`src/rtl/serial_frame_rx.sv`:
```
// serial_frame_rx: strobed serial receiver (start, MSB-first data, even parity, stop) with a one-word output buffer.
module serial_frame_rx #(
  parameter int DATA_W = 8
) (
  input  logic              clk,
  input  logic              rst,
  input  logic              sin,
  input  logic              bit_en,
  input  logic              out_ready,
  output logic [DATA_W-1:0] out_data,
  output logic              out_valid,
  output logic              parity_err,
  output logic              frame_err,
  output logic              overrun,
  output logic              busy
);
  localparam int CW = $clog2(DATA_W);
  typedef enum logic [1:0] {IDLE, DATA, PARITY, STOP} state_t;
  state_t            state_q, state_d;
  logic [CW-1:0]     cnt_q, cnt_d;
  logic [DATA_W-1:0] sh_q, sh_d, data_q, data_d;
  logic              par_q, par_d, valid_q, valid_d, perr_q, perr_d;
  logic              ferr_q, ferr_d, ovr_q, ovr_d;
  always_comb begin
    state_d = state_q;
    cnt_d   = cnt_q;
    sh_d    = sh_q;
    par_d   = par_q;
    data_d  = data_q;
    valid_d = valid_q && !out_ready;
    perr_d  = perr_q;
    ferr_d  = 1'b0;
    ovr_d   = 1'b0;
    if (bit_en) begin
      case (state_q)
        IDLE: if (!sin) begin
          state_d = DATA;
          cnt_d   = '0;
        end
        DATA: begin
          sh_d    = {sh_q[DATA_W-2:0], sin};
          cnt_d   = cnt_q + CW'(1);
          state_d = (cnt_q == CW'(DATA_W - 1)) ? PARITY : DATA;
        end
        PARITY: begin
          par_d   = sin;
          state_d = STOP;
        end
        default: begin
          state_d = IDLE;
          // a full buffer that is not drained this edge drops the new word
          if (!sin) ferr_d = 1'b1;
          else if (!valid_q || out_ready) begin
            data_d  = sh_q;
            perr_d  = ^sh_q ^ par_q;
            valid_d = 1'b1;
          end else ovr_d = 1'b1;
        end
      endcase
    end
  end
  always_ff @(posedge clk) begin
    if (rst) begin
      state_q <= IDLE;
      cnt_q   <= '0;
      sh_q    <= '0;
      par_q   <= 1'b0;
      data_q  <= '0;
      valid_q <= 1'b0;
      perr_q  <= 1'b0;
      ferr_q  <= 1'b0;
      ovr_q   <= 1'b0;
    end else begin
      state_q <= state_d;
      cnt_q   <= cnt_d;
      sh_q    <= sh_d;
      par_q   <= par_d;
      data_q  <= data_d;
      valid_q <= valid_d;
      perr_q  <= perr_d;
      ferr_q  <= ferr_d;
      ovr_q   <= ovr_d;
    end
  end
  assign out_data   = data_q;
  assign out_valid  = valid_q;
  assign parity_err = perr_q;
  assign frame_err  = ferr_q;
  assign overrun    = ovr_q;
  assign busy       = state_q != IDLE;
endmodule

```
`config.mk`:
```
export PLATFORM = sky130hd
export DESIGN_NAME = serial_frame_rx
export DESIGN_NICKNAME = d
export VERILOG_FILES = /design/src/rtl/serial_frame_rx.sv
export SDC_FILE = /design/constraint.sdc
export NUM_CORES = 1
export LEC_CHECK = 0
export CAP_MARGIN = 20
export CORE_ASPECT_RATIO = 0.7
export CORE_MARGIN = 2
export CORE_UTILIZATION = 55
export CTS_CLUSTER_SIZE = 40
export DETAILED_ROUTE_END_ITERATION = 10
export PLACE_DENSITY = 0.81
export SLEW_MARGIN = 30
export SYNTH_ARGS = -nofsm -noshare
export SYNTH_HDL_FRONTEND = slang
export SYNTH_SLANG_ARGS = --single-unit
```
`constraint.sdc`:
```
create_clock -name clk -period 2.8 [get_ports clk]
set_input_delay 0.56 -clock clk [delete_from_list [all_inputs] [get_ports clk]]
set_output_delay 0.56 -clock clk [all_outputs]
set_load 0.02 [all_outputs]
```
==> results of run 1 <==
[cells in the mapped netlist, drive strengths merged, types with 2 or more instances]
| cell | number |
|---|---|
| nand2b | 3 |
| xnor2 | 3 |
| mux2i | 9 |
| dfxtp | 26 |
| clkbuf | 4 |
| inv | 3 |
| nor2 | 17 |
| nand3 | 11 |
| ha | 6 |
| a21oi | 13 |
| xor2 | 2 |
| a22oi | 2 |
| nand2 | 12 |
[cells in the final DEF, fill, tap and decap left out]
cell,count
xnor3_1,1
nand3_1,10
clkdlybuf4s50_1,17
nor2b_1,1
ha_1,6
dfxtp_1,26
nor4_1,1
clkbuf_4,3
a311oi_1,1
nand3_2,1
a21boi_4,1
nand2_1,12
a21oi_1,13
xor2_1,2
bufinv_16,1
nand2b_1,3
inv_1,3
and2_4,1
and3_1,1
nor3_1,1
nor2_1,16
xnor2_1,3
mux2i_1,9
a22oi_1,2
o221ai_1,1
buf_4,2
nand3b_1,1
o21ai_0,1
nor2_8,1
[cell type report]
| type | count | share of cell area, % |
|---|---|---|
| inverters | 3 | 0.808 |
| repair buffers | 19 | 13.3 |
| flip-flops and latches | 26 | 37.3 |
| well taps | 22 | 1.97 |
| multi-input cells | 89 | 42.8 |
| clock inverters | 1 | 2.15 |
| clock buffers | 3 | 1.62 |
[worst max-delay path by stage]
stage | endpoint | slack (ns) | cells after the start
after floorplan | busy | 1.39 | 3
after global placement | out_data[0] | 0.80 | 5
after detailed placement | out_data[5] | 0.73 | 5
after CTS | busy | 0.39 | 4
after global routing | busy | 0.31 | 4
final | busy | 0.40 | 4
[cells by family after synthesis]
| family | count (synthesis) | share of synthesized area (%) |
|---|---|---|
| flip-flops | 26 | 45.4 |
| XOR/XNOR | 6 | 5.78 |
| AND/OR/NAND/NOR | 49 | 21.3 |
| AO/OA/AOI/OAI | 19 | 10.6 |
| multiplexers | 9 | 7.85 |
| adder cells (fa/ha/maj) | 6 | 6.54 |
| buffers and inverters | 8 | 2.62 |
[registers in the layout, indices dropped and copies added, names as in the netlist]
name	flops
cnt_q	3
par_q	1
frame_err	1
parity_err	1
sh_q	8
out_data	8
out_valid	1
state_q	2
overrun	1
[tightest hold or removal path, delay by kind of cell, from the launching register on]
kind               cells  cell delay, ns
and+or+nand+nor        1            0.06
DFF                    1            0.34
AOI/OAI and AO/OA      1            0.06
[per-layer routing]
metal / part of all wire (%) / wire length (um)
met2: 45 / 1070
met1: 47 / 1110
met4: 1.7 / 40
met3: 5.7 / 133
met5: 0 / 0
[power breakdown]
| group | internal [uW] | leakage, uW | switching (uW) | total [uW] |
|---|---|---|---|---|
| registers | 373 | 0.000210 | 2.85 | 375 |
| clock network | 145 | 0.0000279 | 111 | 256 |
| logic | 19.2 | 0.000275 | 31.3 | 50.5 |
[per-stage QoR]
stage	cell area, um2	hold WS, ns
floorplan	1150	0.449
global placement	1340	0.459
detailed placement	1340	0.474
CTS	1390	0.492
global route	1390	0.538
finish	1390	0.489
==> impl_metrics.yaml, run 1 <==
route:
  wl_per_cell_um: 14.4
  drt_iter0_markers: 38
  drtPass1Iterations: 7
  wl_um: 2350
  vias_per_cell: 5.71
  dr_total_vias: 930
  postRouteAntennaNets: 0
  drc: 1
timing:
  setup_violations: 0
  worst_slew_pin_slew_ns: 0.466
  skew_ns: 0.00661
  rsz0062_at_grt: "false"
  final_max_slew_viol_count: 0
  max_slew_margin_pct: 68.9
  fmax_mhz: 417
  post-route-min-period_ns: 2.40
  hold_viol_final: 0
  post-route-period-util_pct: 85.5
  finalSetupTns_ns: 0
  fin_ws_ns: 0.405
finish:
  final_core_util_pct: 72.6
  multi_input_area_um2: 597
  diodes: 0
  fillCellCount: 157
  layout.nets: 153
  syn2layout_area_growth_pct: 21.5
  finalNonFillerCells: 163
  final-seq-area_um2: 520
  drive_above_1_share_pct: 7.09
logic_synthesis:
  ys_seq_area_share_pct: 45.4
  syn_avg_cell_area_um2: 9.33
  synth_cell_type_count: 27
  yosys-top-cells-area: "dfxtp_1, mux2i_1, ha_1, a21oi_1, nor2_1"
  ys_async_sr_fraction_pct: 0
  synth_nets: 134
  synth_enable_flop_cells: 0
  ys_warn_count: 0
  ys.flop_type: "dfxtp_1"
  synth_area_mm2: 0.00115
  ys_seq_elements: 26
  netlist_instances: 123
  yosys.area.top_type: "dfxtp_1"
  yosysTopAreaCellShare_pct: 45.4
clocking:
  cts_hold_buffers: 0
  ctsResizeCount: 0
  cts_buffers: 3
  htree_levels: 1
  cts_tree: "built"
  cts_sinks: 26
  cts.reportedPaths.clkPinSlew_ns: 0.14
  clock-root-buffer: "clkbuf_4"
  cts_setup_buffers: 0
  cts_buffer_depth: 2
  insertion_delay_ns: 0.33
worst_setup_path:
  critPathRequiredTime_ns: 2.24
  cpMaxStageDelayCell: "clkdlybuf4s50_1"
  crit_type: "reg -> out"
  crit_path_end_kind: "primary output"
  startpoint_type: "flop"
  reg2regPathDepth: 6
  crit_fanout: 5
  cp_top_family: "buffers and inverters"
  critPathMostFrequentCell: "inv_1"
  cp-startpoint: "state_q[0]"
  reg2reg_from: "state_q[0]"
  arrival_ns: 1.84
  cp_num_buf_inv: 3
  regToRegEndpoint: "cnt_q[2]"
  path_cells: "inv_1 -> ha_1 -> inv_1 -> clkdlybuf4s50_1"
  reg2reg_slack_ns: 1.11
  crit_path_max_incr_delay_ns: 0.59
outcome:
  outcome: "finished, violations left"
  failed_checks: "design-rule violations"
power:
  p_leak_uw: 0.000513
  power.total_uw: 682
  power.density_mw_per_mm2: 489
  ir_drop_mv: 0.288
die:
  die_h_um: 42.2
  num_io_pins: 18
  initial_core_util_pct: 59.8
  rows: 13
  die_x_um: 58.6
  die_area_mm2: 0.00247
  core_area_mm2: 0.00192
worst_hold_path:
  hold_depth: 2
  min_path_type: "reg -> reg"
  hold_start: "par_q"
  min_to: "par_q"
placement:
  finalWeightedCongestion: 0.868
  pre_cts_slack_ns: 0.731
  numPortBuffers: 17
  hpwl_um: 1720
  dp.cells: 159
global_routing:
  antenna_found_initial: 0
  grt_pass1_wl_um: 4000
  first_global_vias: 899
  grt_use_met3_pct: 7.72
  grt_use_met1_pct: 27.5
  grt_overflow_total: 0
  grt_max_degree: 17
  top_usage_layer: "met2"
  grt_usage_pct: 21.4
  grtUsageMet2_pct: 32.8
run:
  maxCapViolations: 0
No activity file was read; power rests on OpenSTA's default activity.
==> inputs of run 2 (changes only) <==
Settings changed: CORE_MARGIN 2 to 3.
==> run 2 against run 1 <==
  * The run now ends clean
  * Final area fell by 2.2%
  * Clock skew fell by 0.0022 ns
  * Critical endpoint unchanged
  * Clock-buffer cell count did not move
  * Non-clock buffer count did not move
  * Hold slack improved by 0.0099 ns
  * Clock power fell by 40%
==> impl_metrics.yaml, run 2 (synthesis gave the netlist of run 1 again) <==
timing:
  finalSetupTns_ns: 0
  fin_hold_ws_ns: 0.499
  post-route-period-util_pct: 84.1
  skew_ns: 0.00445
  setup_violations: 0
  final_max_slew_viol_count: 0
  rsz0062_at_grt: "false"
  worst_slew_pin_slew_ns: 0.451
  post-route-min-period_ns: 2.36
  max_slew_margin_pct: 69.9
  hold_viol_final: 0
  fmax_mhz: 424
worst_setup_path:
  cp_top_family: "buffers and inverters"
  crit_type: "reg -> out"
  cp_num_buf_inv: 3
  startpoint_type: "flop"
  critPathRequiredTime_ns: 2.24
  arrival_ns: 1.80
  crit_path_end_kind: "primary output"
  crit_fanout: 5
  path_cells: "inv_1 -> ha_1 -> inv_1 -> clkdlybuf4s50_1"
  reg2reg_slack_ns: 1.15
  cpMaxStageDelayCell: "clkdlybuf4s50_1"
  critPathMostFrequentCell: "inv_1"
  crit_path_max_incr_delay_ns: 0.60
die:
  die_x_um: 60.6
  rows: 13
  num_io_pins: 18
  initial_core_util_pct: 59.8
  core_area_mm2: 0.00192
  die_h_um: 44.2
  die_area_mm2: 0.00268
clocking:
  cts_buffers: 3
  insertion_delay_ns: 0.32
  cts.reportedPaths.clkPinSlew_ns: 0.13
  htree_levels: 1
  cts_sinks: 26
  cts_buffer_depth: 2
  cts_tree: "built"
  cts_hold_buffers: 0
  ctsResizeCount: 0
  clock-root-buffer: "clkbuf_4"
  cts_setup_buffers: 0
route:
  dr_total_vias: 890
  wl_um: 2350
  drc: 0
  drtPass1Iterations: 5
  drt_iter0_markers: 35
  wl_per_cell_um: 14.5
  vias_per_cell: 5.49
  postRouteAntennaNets: 0
worst_hold_path:
  min_path_type: "reg -> reg"
power:
  seqPwrFrac_pct: 64.8
  ir_drop_mv: 0.400
  p_clk_share_pct: 26.6
  swShare_pct: 23.6
  p_sw_uw: 136
  p_leak_uw: 0.000499
  combPwrFrac_pct: 8.6
  power.density_mw_per_mm2: 424
  internal-power_uw: 442
finish:
  syn2layout_area_growth_pct: 18.9
  drive_above_1_share_pct: 6.43
  layout_commonest_cell: "dfxtp_1"
  layout.nets: 153
  diodes: 0
  layout_common_cells: "dfxtp_1, clkdlybuf4s50_1, nor2_1"
  final_core_util_pct: 71.1
placement:
  hpwl_um: 1730
  finalWeightedCongestion: 0.778
  numPortBuffers: 17
global_routing:
  grt_max_degree: 17
  grt_pass1_wl_um: 3960
  first_global_vias: 827
  grt_usage_pct: 20.5
  antenna_found_initial: 0
  grt_overflow_total: 0
outcome:
  outcome: "finished, final reports clean"
run:
  maxCapViolations: 0
run 2: cell types whose count changed in the layout (fill, tap and decap cells not counted), sizes merged:
cell    previous run  this run
bufinv             1         0
run 2: area by class of cell:
class | count | area [um2]
Clock buffer | 3 | 22.5
Tap cell | 22 | 27.5
Multi-Input combinational cell | 89 | 597
Timing Repair Buffer | 19 | 185
Inverter | 3 | 11.3
Fill cell | 165 | 556
Sequential cell | 26 | 520
run 2: worst paths after layout:
| kind | cells after the start | from | to |
|---|---|---|---|
| worst max-delay path | 4 | state_q[0] | busy |
| worst max register to register | 6 | state_q[0] | cnt_q[1] |
| worst min-delay path | 2 | par_q | par_q |
| worst min register to register | 2 | par_q | par_q |
run 2: power groups by stage:
stage,registers (uW),logic [uW],clock network (uW)
after floorplan,383,30.0,0
after global placement,383,47.7,0
after detailed placement,383,48.7,0
after CTS,375,49.3,159
after global routing,376,53.9,176
final,375,49.5,154
run 2: worst min-delay path: cells and delay by family (launching register included):
family	cells	cell delay [ns]
AO/OA/AOI/OAI	1	0.05
flip-flops	1	0.35
AND/OR/NAND/NOR	1	0.06
run 2: metal layers:
layer | part of all wire, % | up-vias | GRT usage [%]
li1 | - | 458 | -
met4 | 0.72 | 0 | 5.19
met1 | 48 | 403 | 28.4
met5 | 0 | - | 0
met3 | 5.4 | 2 | 6.71
met2 | 46 | 27 | 31.1
run 2: stage by stage:
| step | worst slack [ns] | instance area, um2 | power (uW) | instances |
|---|---|---|---|---|
| after floorplan | 1.39 | 1150 | 413 | 123 |
| after global placement | 0.800 | 1340 | 431 | 159 |
| after detailed placement | 0.731 | 1340 | 432 | 159 |
| after CTS | 0.430 | 1360 | 584 | 162 |
| after global routing | 0.324 | 1360 | 606 | 162 |
| final | 0.444 | 1360 | 579 | 162 |
